**config.mk**
```make
export PLATFORM = sky130hd
export DESIGN_NAME = scan_mux_reg_flat
export DESIGN_NICKNAME = d
export VERILOG_FILES = /design/src/rtl/mux_pkg.sv /design/src/rtl/scan_mux_reg_if.sv /design/src/rtl/mux_word_n.sv /design/src/rtl/scan_mux_reg.sv /design/src/flat_wrapper.sv
export SDC_FILE = /design/constraint.sdc
export NUM_CORES = 1
export LEC_CHECK = 0
export ABC_AREA = 1
export CORE_MARGIN = 4
export CORE_UTILIZATION = 25
export DETAILED_ROUTE_END_ITERATION = 16
export SLEW_MARGIN = 20
export SYNTH_ARGS = -nofsm -noshare
export SYNTH_HDL_FRONTEND = slang
export SYNTH_SLANG_ARGS = --single-unit
```
**constraint.sdc**
```tcl
create_clock -name clk -period 1.5 [get_ports clk]
set_clock_uncertainty 0.15 [all_clocks]
set_input_delay 0.15 -clock clk [delete_from_list [all_inputs] [get_ports clk]]
set_output_delay 0.15 -clock clk [all_outputs]
set_load 0.01 [all_outputs]
```
**src/rtl/mux_pkg.sv**
```systemverilog
// Shared definitions for the scan mux family: mode encodings and the index-width helper.
// Imported by the interface, the word selector and the registered top.
package mux_pkg;

  localparam logic MODE_MANUAL = 1'b0;
  localparam logic MODE_SCAN   = 1'b1;

  // Bits needed to index n items, never less than one so a single-entry counter still has a bit.
  function automatic int idx_width(input int n);
    int w;
    w = 1;
    while ((1 << w) < n) w++;
    return w;
  endfunction

endpackage

```
**src/rtl/scan_mux_reg_if.sv**
```systemverilog
// Bus between the parallel sources/consumer and scan_mux_reg: select controls, packed inputs,
// and the registered sample with its valid/ready handshake.
interface scan_mux_reg_if #(
  parameter int W = 1,
  parameter int N = 4
) ();

  localparam int SW = mux_pkg::idx_width(N);

  logic           en;
  logic           mode;
  logic [SW-1:0]  sel;
  logic [N*W-1:0] din;
  logic [W-1:0]   dout;
  logic [SW-1:0]  dout_ch;
  logic           dout_valid;
  logic           dout_ready;
  logic           dout_last;
  logic           dout_err;

  modport master (
    output en, mode, sel, din, dout_ready,
    input  dout, dout_ch, dout_valid, dout_last, dout_err
  );

  modport slave (
    input  en, mode, sel, din, dout_ready,
    output dout, dout_ch, dout_valid, dout_last, dout_err
  );

endinterface

```
**src/rtl/mux_word_n.sv**
```systemverilog
// Combinational N:1 W-bit word select; an index at or beyond N yields zero and raises err_o.
// Zero latency, no handshake.
module mux_word_n #(
  parameter int W  = 1,
  parameter int N  = 4,
  parameter int SW = 2
) (
  input  logic [N*W-1:0] din_i,
  input  logic [SW-1:0]  idx_i,
  output logic [W-1:0]   word_o,
  output logic           err_o
);

  always_comb begin
    word_o = '0;
    for (int k = 0; k < N; k++) begin
      if (idx_i == SW'(k)) word_o = din_i[k*W +: W];
    end
  end

  // Extra bit keeps N itself representable when N is a power of two.
  assign err_o = ({1'b0, idx_i} >= (SW + 1)'(N));

endmodule

```
**src/rtl/scan_mux_reg.sv**
```systemverilog
// Registered N-channel word mux with manual select or auto-scan (DWELL samples per channel).
// One-cycle latency from take to dout; a stalled sample holds and freezes the scan position.
module scan_mux_reg
  import mux_pkg::*;
#(
  parameter int W     = 1,
  parameter int N     = 4,
  parameter int DWELL = 1
) (
  input  logic         clk,
  input  logic         reset,
  scan_mux_reg_if.slave bus
);

  localparam int SW  = idx_width(N);
  localparam int DCW = idx_width(DWELL);

  logic [W-1:0]   dout_q, dout_d;
  logic [SW-1:0]  ch_q, ch_d;
  logic           vld_q, vld_d;
  logic           last_q, last_d;
  logic           err_q, err_d;
  logic [SW-1:0]  scan_idx_q, scan_idx_d;
  logic [DCW-1:0] dcnt_q, dcnt_d;

  logic           scan_mode;
  logic           take;
  logic           dwell_done;
  logic [SW-1:0]  src;
  logic [W-1:0]   mux_word;
  logic           mux_err;

  assign scan_mode  = (bus.mode == MODE_SCAN);
  assign src        = scan_mode ? scan_idx_q : bus.sel;
  assign take       = bus.en & (~vld_q | bus.dout_ready);
  assign dwell_done = (dcnt_q == DCW'(DWELL - 1));

  mux_word_n #(
    .W  (W),
    .N  (N),
    .SW (SW)
  ) u_word (
    .din_i  (bus.din),
    .idx_i  (src),
    .word_o (mux_word),
    .err_o  (mux_err)
  );

  always_comb begin
    dout_d = dout_q;
    ch_d   = ch_q;
    vld_d  = vld_q;
    last_d = last_q;
    err_d  = err_q;
    if (take) begin
      dout_d = mux_word;
      ch_d   = src;
      vld_d  = 1'b1;
      last_d = scan_mode & (scan_idx_q == SW'(N - 1)) & dwell_done;
      err_d  = ~scan_mode & mux_err;
    end else if (vld_q & bus.dout_ready) begin
      vld_d = 1'b0;
    end
  end

  // Manual mode pins the scan position to channel 0, dwell 0, so scan always restarts cleanly.
  always_comb begin
    scan_idx_d = scan_idx_q;
    dcnt_d     = dcnt_q;
    if (!scan_mode) begin
      scan_idx_d = '0;
      dcnt_d     = '0;
    end else if (take) begin
      if (!dwell_done) begin
        dcnt_d = dcnt_q + DCW'(1);
      end else begin
        dcnt_d     = '0;
        scan_idx_d = (scan_idx_q == SW'(N - 1)) ? '0 : scan_idx_q + SW'(1);
      end
    end
  end

  always_ff @(posedge clk) begin
    if (reset) begin
      dout_q     <= '0;
      ch_q       <= '0;
      vld_q      <= 1'b0;
      last_q     <= 1'b0;
      err_q      <= 1'b0;
      scan_idx_q <= '0;
      dcnt_q     <= '0;
    end else begin
      dout_q     <= dout_d;
      ch_q       <= ch_d;
      vld_q      <= vld_d;
      last_q     <= last_d;
      err_q      <= err_d;
      scan_idx_q <= scan_idx_d;
      dcnt_q     <= dcnt_d;
    end
  end

  assign bus.dout       = dout_q;
  assign bus.dout_ch    = ch_q;
  assign bus.dout_valid = vld_q;
  assign bus.dout_last  = last_q;
  assign bus.dout_err   = err_q;

endmodule

```
**src/flat_wrapper.sv**
```systemverilog
// flat-port wrapper written by rule: the top's interface ports become plain ports
module scan_mux_reg_flat import mux_pkg::*;
#(
  parameter int W     = 1,
  parameter int N     = 4,
  parameter int DWELL = 1
)
  (clk, reset, bus_en, bus_mode, bus_sel, bus_din, bus_dout_ready, bus_dout, bus_dout_ch, bus_dout_valid, bus_dout_last, bus_dout_err);
  scan_mux_reg_if #(.W(W), .N(N)) bus_i ();
  input  logic clk;
  input  logic reset;
  input wire logic [$bits(bus_i.en)-1:0] bus_en;
  input wire logic [$bits(bus_i.mode)-1:0] bus_mode;
  input wire logic [$bits(bus_i.sel)-1:0] bus_sel;
  input wire logic [$bits(bus_i.din)-1:0] bus_din;
  input wire logic [$bits(bus_i.dout_ready)-1:0] bus_dout_ready;
  output wire logic [$bits(bus_i.dout)-1:0] bus_dout;
  output wire logic [$bits(bus_i.dout_ch)-1:0] bus_dout_ch;
  output wire logic [$bits(bus_i.dout_valid)-1:0] bus_dout_valid;
  output wire logic [$bits(bus_i.dout_last)-1:0] bus_dout_last;
  output wire logic [$bits(bus_i.dout_err)-1:0] bus_dout_err;
  assign bus_i.en = bus_en;
  assign bus_i.mode = bus_mode;
  assign bus_i.sel = bus_sel;
  assign bus_i.din = bus_din;
  assign bus_i.dout_ready = bus_dout_ready;
  assign bus_dout = bus_i.dout;
  assign bus_dout_ch = bus_i.dout_ch;
  assign bus_dout_valid = bus_i.dout_valid;
  assign bus_dout_last = bus_i.dout_last;
  assign bus_dout_err = bus_i.dout_err;
  scan_mux_reg #(.W(W), .N(N), .DWELL(DWELL)) u_core (.clk(clk), .reset(reset), .bus(bus_i));
endmodule
```
==> results of run 1 <==
[worst min-delay path, delay by kind of cell (launching register included)]
kind | cells | cell delay, ns
flip-flops | 1 | 0.31
AND/OR/NAND/NOR | 2 | 0.10
[sequential cells by signal (all words and copies together) (netlist names)]
signal                 flops
u_core.bus.dout            1
u_core.bus.dout_ch         2
u_core.bus.dout_last       1
u_core.bus.dout_valid      1
u_core.scan_idx_q          2
[logic make-up after synthesis]
logic type	after synthesis	synth area share, %
buf+inv	7	8.08
simple gates	31	39.4
other cells	1	1.01
fa+ha+maj	1	3.37
flops	7	37.7
compound gates	7	10.4
[how the worst min path moves through the flow]
stage	start	endpoint	slack, ns
2_1_floorplan	reset	u_core.bus.dout_valid$_SDFFE_PP0P_	0.07
3_3_place_gp	u_core.bus.dout_ch[1]$_SDFFE_PP0P_	u_core.bus.dout_ch[1]$_SDFFE_PP0P_	0.28
3_5_place_dp	u_core.bus.dout_ch[1]$_SDFFE_PP0P_	u_core.bus.dout_ch[1]$_SDFFE_PP0P_	0.29
4_1_cts	u_core.bus.dout_ch[1]$_SDFFE_PP0P_	u_core.bus.dout_ch[1]$_SDFFE_PP0P_	0.30
5_1_grt	u_core.bus.dout_ch[1]$_SDFFE_PP0P_	u_core.bus.dout_ch[1]$_SDFFE_PP0P_	0.33
6_report	u_core.bus.dout_ch[1]$_SDFFE_PP0P_	u_core.bus.dout_ch[1]$_SDFFE_PP0P_	0.30
[through the flow]
| stage | worst slack [ns] | utilization [%] | instance area (um^2) |
|---|---|---|---|
| 6_report | 0.0700 | 41.4 | 559 |
| 5_1_grt | 0.0178 | 41.4 | 559 |
| 4_1_cts | 0.0522 | 41.4 | 559 |
| 3_5_place_dp | 0.111 | 39.5 | 533 |
| 3_3_place_gp | 0.133 | 39.5 | 533 |
| 2_1_floorplan | 0.473 | - | 372 |
[layer usage]
metal	vias up	GRT usage (%)	wire length [um]
met2	16	10.4	325
li1	205	-	-
met1	152	8.74	326
met4	0	10.2	27
met3	4	3.13	88
met5	-	0	0
[area by class of cell]
class / count / area share, %
multi-input cells: 40 / 36.0
repair buffers: 15 / 26.8
flip-flops and latches: 7 / 25.1
clock buffers: 4 / 4.70
inverters: 6 / 4.03
well taps: 15 / 3.36
[placed cells by master (no fill, tap or decap)]
| cell type | count |
|---|---|
| o21ai_1 | 1 |
| nor2_1 | 6 |
| a21oi_1 | 3 |
| nor2_2 | 2 |
| ha_1 | 1 |
| nand2_2 | 3 |
| clkbuf_1 | 1 |
| o21ai_2 | 1 |
| dfxtp_1 | 7 |
| nand2_1 | 11 |
| clkdlybuf4s50_1 | 15 |
| clkbuf_4 | 3 |
| o21ai_0 | 2 |
| nand3_1 | 8 |
| conb_1 | 1 |
| nand2_4 | 1 |
| inv_2 | 2 |
| inv_1 | 4 |
[power by group]
group	internal [mW]	switching [mW]
Combinational	0.0561	0.0459
Sequential	0.198	0.00669
Clock	0.102	0.0734
Total	0.356	0.126
==> reports/qor.tcl, run 1 <==
set qor(critical-path-max-stage-delay_ns) 0.54
set qor(cts_repair_resize_count) 0
set qor(fin_crit_ns) 1.43
set qor(max_freq_mhz) 699
set qor(synth_top_cells_by_count) {nand2_1 (11), nand3_1 (8), dfxtp_1 (7)}
set qor(path_buf_inv) 1
set qor(timing.rr.end) {u_core.scan_idx_q[1]$_SDFFE_PP0P_}
set qor(seqCellArea_um2) 140
set qor(wp_data_arrival_ns) 1.13
set qor(synth-seq-cells) 7
set qor(via_per_inst) 4.33
set qor(report.power.total_mw) 0.482
set qor(final_layout_fill_cell_count) 149
set qor(ctsHtreeMaxLevel) 1
set qor(worstSetupStartpointType) {flip-flop}
set qor(number_of_nets_produced_by_synthesis) 66
set qor(critical-path-slowest-cell) {clkdlybuf4s50_1}
set qor(post-route-drc-count) 0
set qor(maxSlewViolCount) 0
set qor(yosys.area.top_type) {dfxtp_1}
set qor(grt_start_max_net_pins) 7
set qor(clkLatencyLatePin_ns) 0.26
set qor(hold_path_class) {reg -> reg}
set qor(postCtsSetupRepairBufs) 0
set qor(grt_antenna_before_repair) 0
set qor(detailedRoute.firstPassIterationCount) 4
set qor(synth_cells) 54
set qor(hold_buffers) 0
set qor(async_flop_share_pct) 0
set qor(worstReg2RegStart) {u_core.scan_idx_q[0]$_SDFFE_PP0P_}
set qor(rows) 13
set qor(hpwlAfterDp_um) 640
set qor(fin_crit_sh_pct) 95.3
set qor(synth.top_cells.by_area) {dfxtp_1 (38%), nand2_1 (11%), nand3_1 (11%)}
set qor(timing.critical_path.to_type) {primary output}
set qor(synth_cell_types) 16
set qor(worst-r2r-cell-count) 3
set qor(max-cap-violations) 0
set qor(total_cts_buffers) 3
set qor(globalplace.congestion) 0.690
set qor(setup.worst_path.end) {bus_dout_valid}
set qor(worst_setup_path_startpoint) {u_core.bus.dout_valid$_SDFFE_PP0P_}
set qor(drtIter0Drc) 10
set qor(power_density_nw_per_um2) 862
set qor(cts.path.max_buffers) 2
set qor(finalSetupViolCount) 0
set qor(fp.dieArea_um2) 2170
set qor(root_buffer) {clkbuf_4}
set qor(cellLeakagePower_nw) 0.250
set qor(io_buffer_count) 15
set qor(postRouteWirelength_um) 767
set qor(yosys_most_used_dff) {dfxtp_1}
set qor(instances_no_fill) 87
set qor(synth_edf_count) 0
set qor(worst-path-max-fanout) 2
set qor(global_route.usage.total_pct) 8.06
set qor(route.antenna.remaining_nets) 0
set qor(dp.cells) 83
set qor(worst_hold_path.num_cells) 2
set qor(global_route_wire_length_before_repair_mm) 1.14
set qor(reg2reg_setup_slack_ns) 0.42
set qor(setup-tns-final_ns) 0
set qor(critPathKind) {reg -> out}
set qor(antennaDiodeCount) 0
set qor(vias) 377
set qor(timing.critical_path.cells) {clkdlybuf4s50_1}
set qor(initial_core_util_pct) 27.5
set qor(setup_repair_after_global_routing_missed_its_margin) {no}
set qor(final_layout_size_suffix_gt1_share_pct) 16.7
set qor(routedWlPerCell_um) 8.82
set qor(post_synth_instance_area_um2) 372
set qor(grt_pass1_vias) 309
set qor(dominant_cell_by_count_in_the_synthesized_netlist) {nand2_1}
set qor(core_um2) 1350
set qor(pin_count) 17
set qor(grt.overflow.total) 0
set qor(cts.sink_count) 7
set qor(synth_seq_area_share_pct) 37.7
set qor(cp.depth) 1
set qor(yosys_warnings) 0
set qor(multi_input_comb_area_um2) 201
set qor(tritoncts) {built}
set qor(syn_to_final_growth_pct) 50.5
set qor(final_hold_viols) 0
set qor(holdWs_ns) 0.296
set qor(design.final.nets) 85
set qor(critical_path.top_delay_family) {buffers and inverters}
set qor(floorplan.die.width_um) 46.6
set qor(synth_area_per_cell_um2) 6.88
set qor(fp.dieH_um) 46.6
set qor(critical_path_required_ns) 1.20
set qor(synthDominantCellAreaShare_pct) 37.7
set qor(clock_pin_slew_reported_for_the_worst_setup_and_hold_paths_after_clock_tree_synthesis_ns) 0.06
set qor(vdd_drop_max_uv) 268
set qor(outcome) {complete, no violations}
No activity file was read; power rests on OpenSTA's default activity.
==> run 2, diff against run 1 <==
==> constraint.sdc (replaced) <==
create_clock -name clk -period 1.25 [get_ports clk]
set_clock_uncertainty 0.15 [all_clocks]
set_input_delay 0.125 -clock clk [delete_from_list [all_inputs] [get_ports clk]]
set_output_delay 0.125 -clock clk [all_outputs]
set_load 0.01 [all_outputs]
==> reports/qor.tcl, run 2 (synthesis results as in run 1) <==
set qor(rows) 13 ;# unchanged
set qor(via_per_inst) 4.41 ;# +1.8%
set qor(total_cts_buffers) 3 ;# unchanged
set qor(root_buffer) {clkbuf_4}
set qor(path_buf_inv) 1 ;# unchanged
set qor(max-cap-violations) 0 ;# unchanged
set qor(power_density_nw_per_um2) 995 ;# +15%
set qor(holdWs_ns) 0.303 ;# +0.00724 ns
set qor(detailedRoute.firstPassIterationCount) 4 ;# unchanged
set qor(vias) 397 ;# +5.3%
set qor(instances_no_fill) 90 ;# +3.4%
set qor(ctsHtreeMaxLevel) 1 ;# unchanged
set qor(fin_crit_sh_pct) 89.8
set qor(critical-path-slowest-cell) {dfxtp_1}
set qor(seqCellArea_um2) 140 ;# unchanged
set qor(fin_ws_ns) 0.128 ;# +0.0578 ns
set qor(vdd_drop_max_uv) 363 ;# +35%
set qor(dpl_worst_slack_ns) -0.114 ;# -0.225 ns
set qor(hpwlAfterDp_um) 671 ;# +4.9%
set qor(global_route_wire_length_before_repair_mm) 1.10 ;# -3.0%
set qor(max_freq_mhz) 891
set qor(postCtsSetupRepairBufs) 0 ;# unchanged
set qor(cellLeakagePower_nw) 0.283 ;# +13%
set qor(cts.path.max_buffers) 2 ;# unchanged
set qor(cts.sink_count) 7 ;# unchanged
set qor(grt_start_max_net_pins) 7 ;# unchanged
set qor(post-route-drc-count) 0 ;# unchanged
set qor(tritoncts) {built}
set qor(grt_antenna_before_repair) 0 ;# unchanged
set qor(critical-path-max-stage-delay_ns) 0.33 ;# -0.21 ns
set qor(hold_buffers) 0 ;# unchanged
set qor(worst-path-max-fanout) 2 ;# unchanged
set qor(clock_pin_slew_reported_for_the_worst_setup_and_hold_paths_after_clock_tree_synthesis_ns) 0.05 ;# about the same
set qor(grt.overflow.total) 0 ;# unchanged
set qor(worstSetupStartpointType) {flip-flop}
set qor(floorplan.die.width_um) 46.6 ;# unchanged
set qor(wp_data_arrival_ns) 0.85 ;# -0.28 ns
set qor(postRouteWirelength_um) 772 ;# +0.65%
set qor(syn_to_final_growth_pct) 54.9
set qor(initial_core_util_pct) 27.5 ;# unchanged
set qor(critical_path.top_delay_family) {flip-flops}
set qor(global_route.usage.total_pct) 7.27 ;# -0.79 points
set qor(globalplace.congestion) 0.689 ;# -0.17%
set qor(final_layout_size_suffix_gt1_share_pct) 20.0 ;# +3.3 points
set qor(dp.cells) 86 ;# +3.6%
set qor(critPathKind) {reg -> out}
set qor(final_layout_fill_cell_count) 157 ;# +5.4%
set qor(maxSlewViolCount) 0 ;# unchanged
set qor(finalCoreUtilization_pct) 42.6 ;# +1.2 points
set qor(setup_repair_after_global_routing_missed_its_margin) {no}
set qor(route.antenna.remaining_nets) 0 ;# unchanged
set qor(timing.critical_path.to_type) {primary output}
set qor(commonest_cells_after_routing_fill_and_taps_aside) {nand2_1 (11), clkdlybuf4s50_1 (10), nand3_1 (8)}
set qor(finalSetupViolCount) 0 ;# unchanged
set qor(fp.dieArea_um2) 2170 ;# unchanged
set qor(multi_input_comb_area_um2) 201 ;# unchanged
set qor(layout_commonest_cell) {nand2_1}
set qor(critical_path_required_ns) 0.98 ;# -0.22 ns
set qor(antennaDiodeCount) 0 ;# unchanged
set qor(core_um2) 1350 ;# unchanged
set qor(design.final.nets) 88 ;# +3.5%
set qor(fp.dieH_um) 46.6 ;# unchanged
set qor(outcome) {complete, no violations}
set qor(io_buffer_count) 15 ;# unchanged
set qor(routedWlPerCell_um) 8.58 ;# -2.7%
set qor(drtIter0Drc) 5 ;# -5
set qor(fin_crit_ns) 1.12
set qor(grt_pass1_vias) 309 ;# unchanged
set qor(pin_count) 17 ;# unchanged
set qor(clkLatencyLatePin_ns) 0.25 ;# about the same
set qor(final_hold_viols) 0 ;# unchanged
set qor(timing.critical_path.cells) {dlygate4sd2_1}
set qor(report.power.total_mw) 0.572 ;# +19%
set qor(hold_path_class) {reg -> reg}
## run 2: worst paths after layout
kind / from / end / slack, ns / cells past startpoint
min reg2reg: u_core.bus.dout_ch[1]$_SDFFE_PP0P_ / u_core.bus.dout_ch[1]$_SDFFE_PP0P_ / 0.30 / 2
max reg2reg: u_core.scan_idx_q[0]$_SDFFE_PP0P_ / u_core.scan_idx_q[1]$_SDFFE_PP0P_ / 0.18 / 3
min: u_core.bus.dout_ch[1]$_SDFFE_PP0P_ / u_core.bus.dout_ch[1]$_SDFFE_PP0P_ / 0.30 / 2
max: u_core.bus.dout_valid$_SDFFE_PP0P_ / bus_dout_valid / 0.13 / 1
## run 2: area by class of cell
class | instances | share of cell area [%]
Tap cell | 15 | 3.26
Inverter | 6 | 3.91
Clock buffer | 4 | 4.57
Sequential cell | 7 | 24.3
Multi-Input combinational cell | 40 | 35.0
Timing Repair Buffer | 18 | 28.9
## run 2: timing repair
action,4_1_cts,5_1_grt
gates resized for setup,5,0
endpoints found under the setup margin,5,0
hold endpoints to repair,0,0
## run 2: report_power, final
| group | internal (mW) | total [mW] | switching (mW) | leakage (nW) |
|---|---|---|---|---|
| clock | 0.122 | 0.203 | 0.0818 | 0.0150 |
| combinational | 0.0665 | 0.124 | 0.0574 | 0.210 |
| sequential | 0.238 | 0.245 | 0.00752 | 0.0576 |
## run 2: tightest hold or removal path, delay by kind of cell (launching register included)
kind / cells / cell delay (ns)
flops: 1 / 0.31
simple gates: 2 / 0.10
## run 2: layer usage
| layer | routed length (um) | global-route usage [%] |
|---|---|---|
| met1 | 347 | 7.82 |
| met2 | 362 | 11.8 |
| met3 | 61 | 2.34 |
| met4 | 0 | 5.11 |
| met5 | 0 | 0 |
## run 2: per-stage QoR
stage               cell area (um^2)  TNS, ns
floorplan                        372        0
global placement                 556   -0.346
detailed placement               556   -0.408
CTS                              576        0
global route                     576        0
finish                           576        0
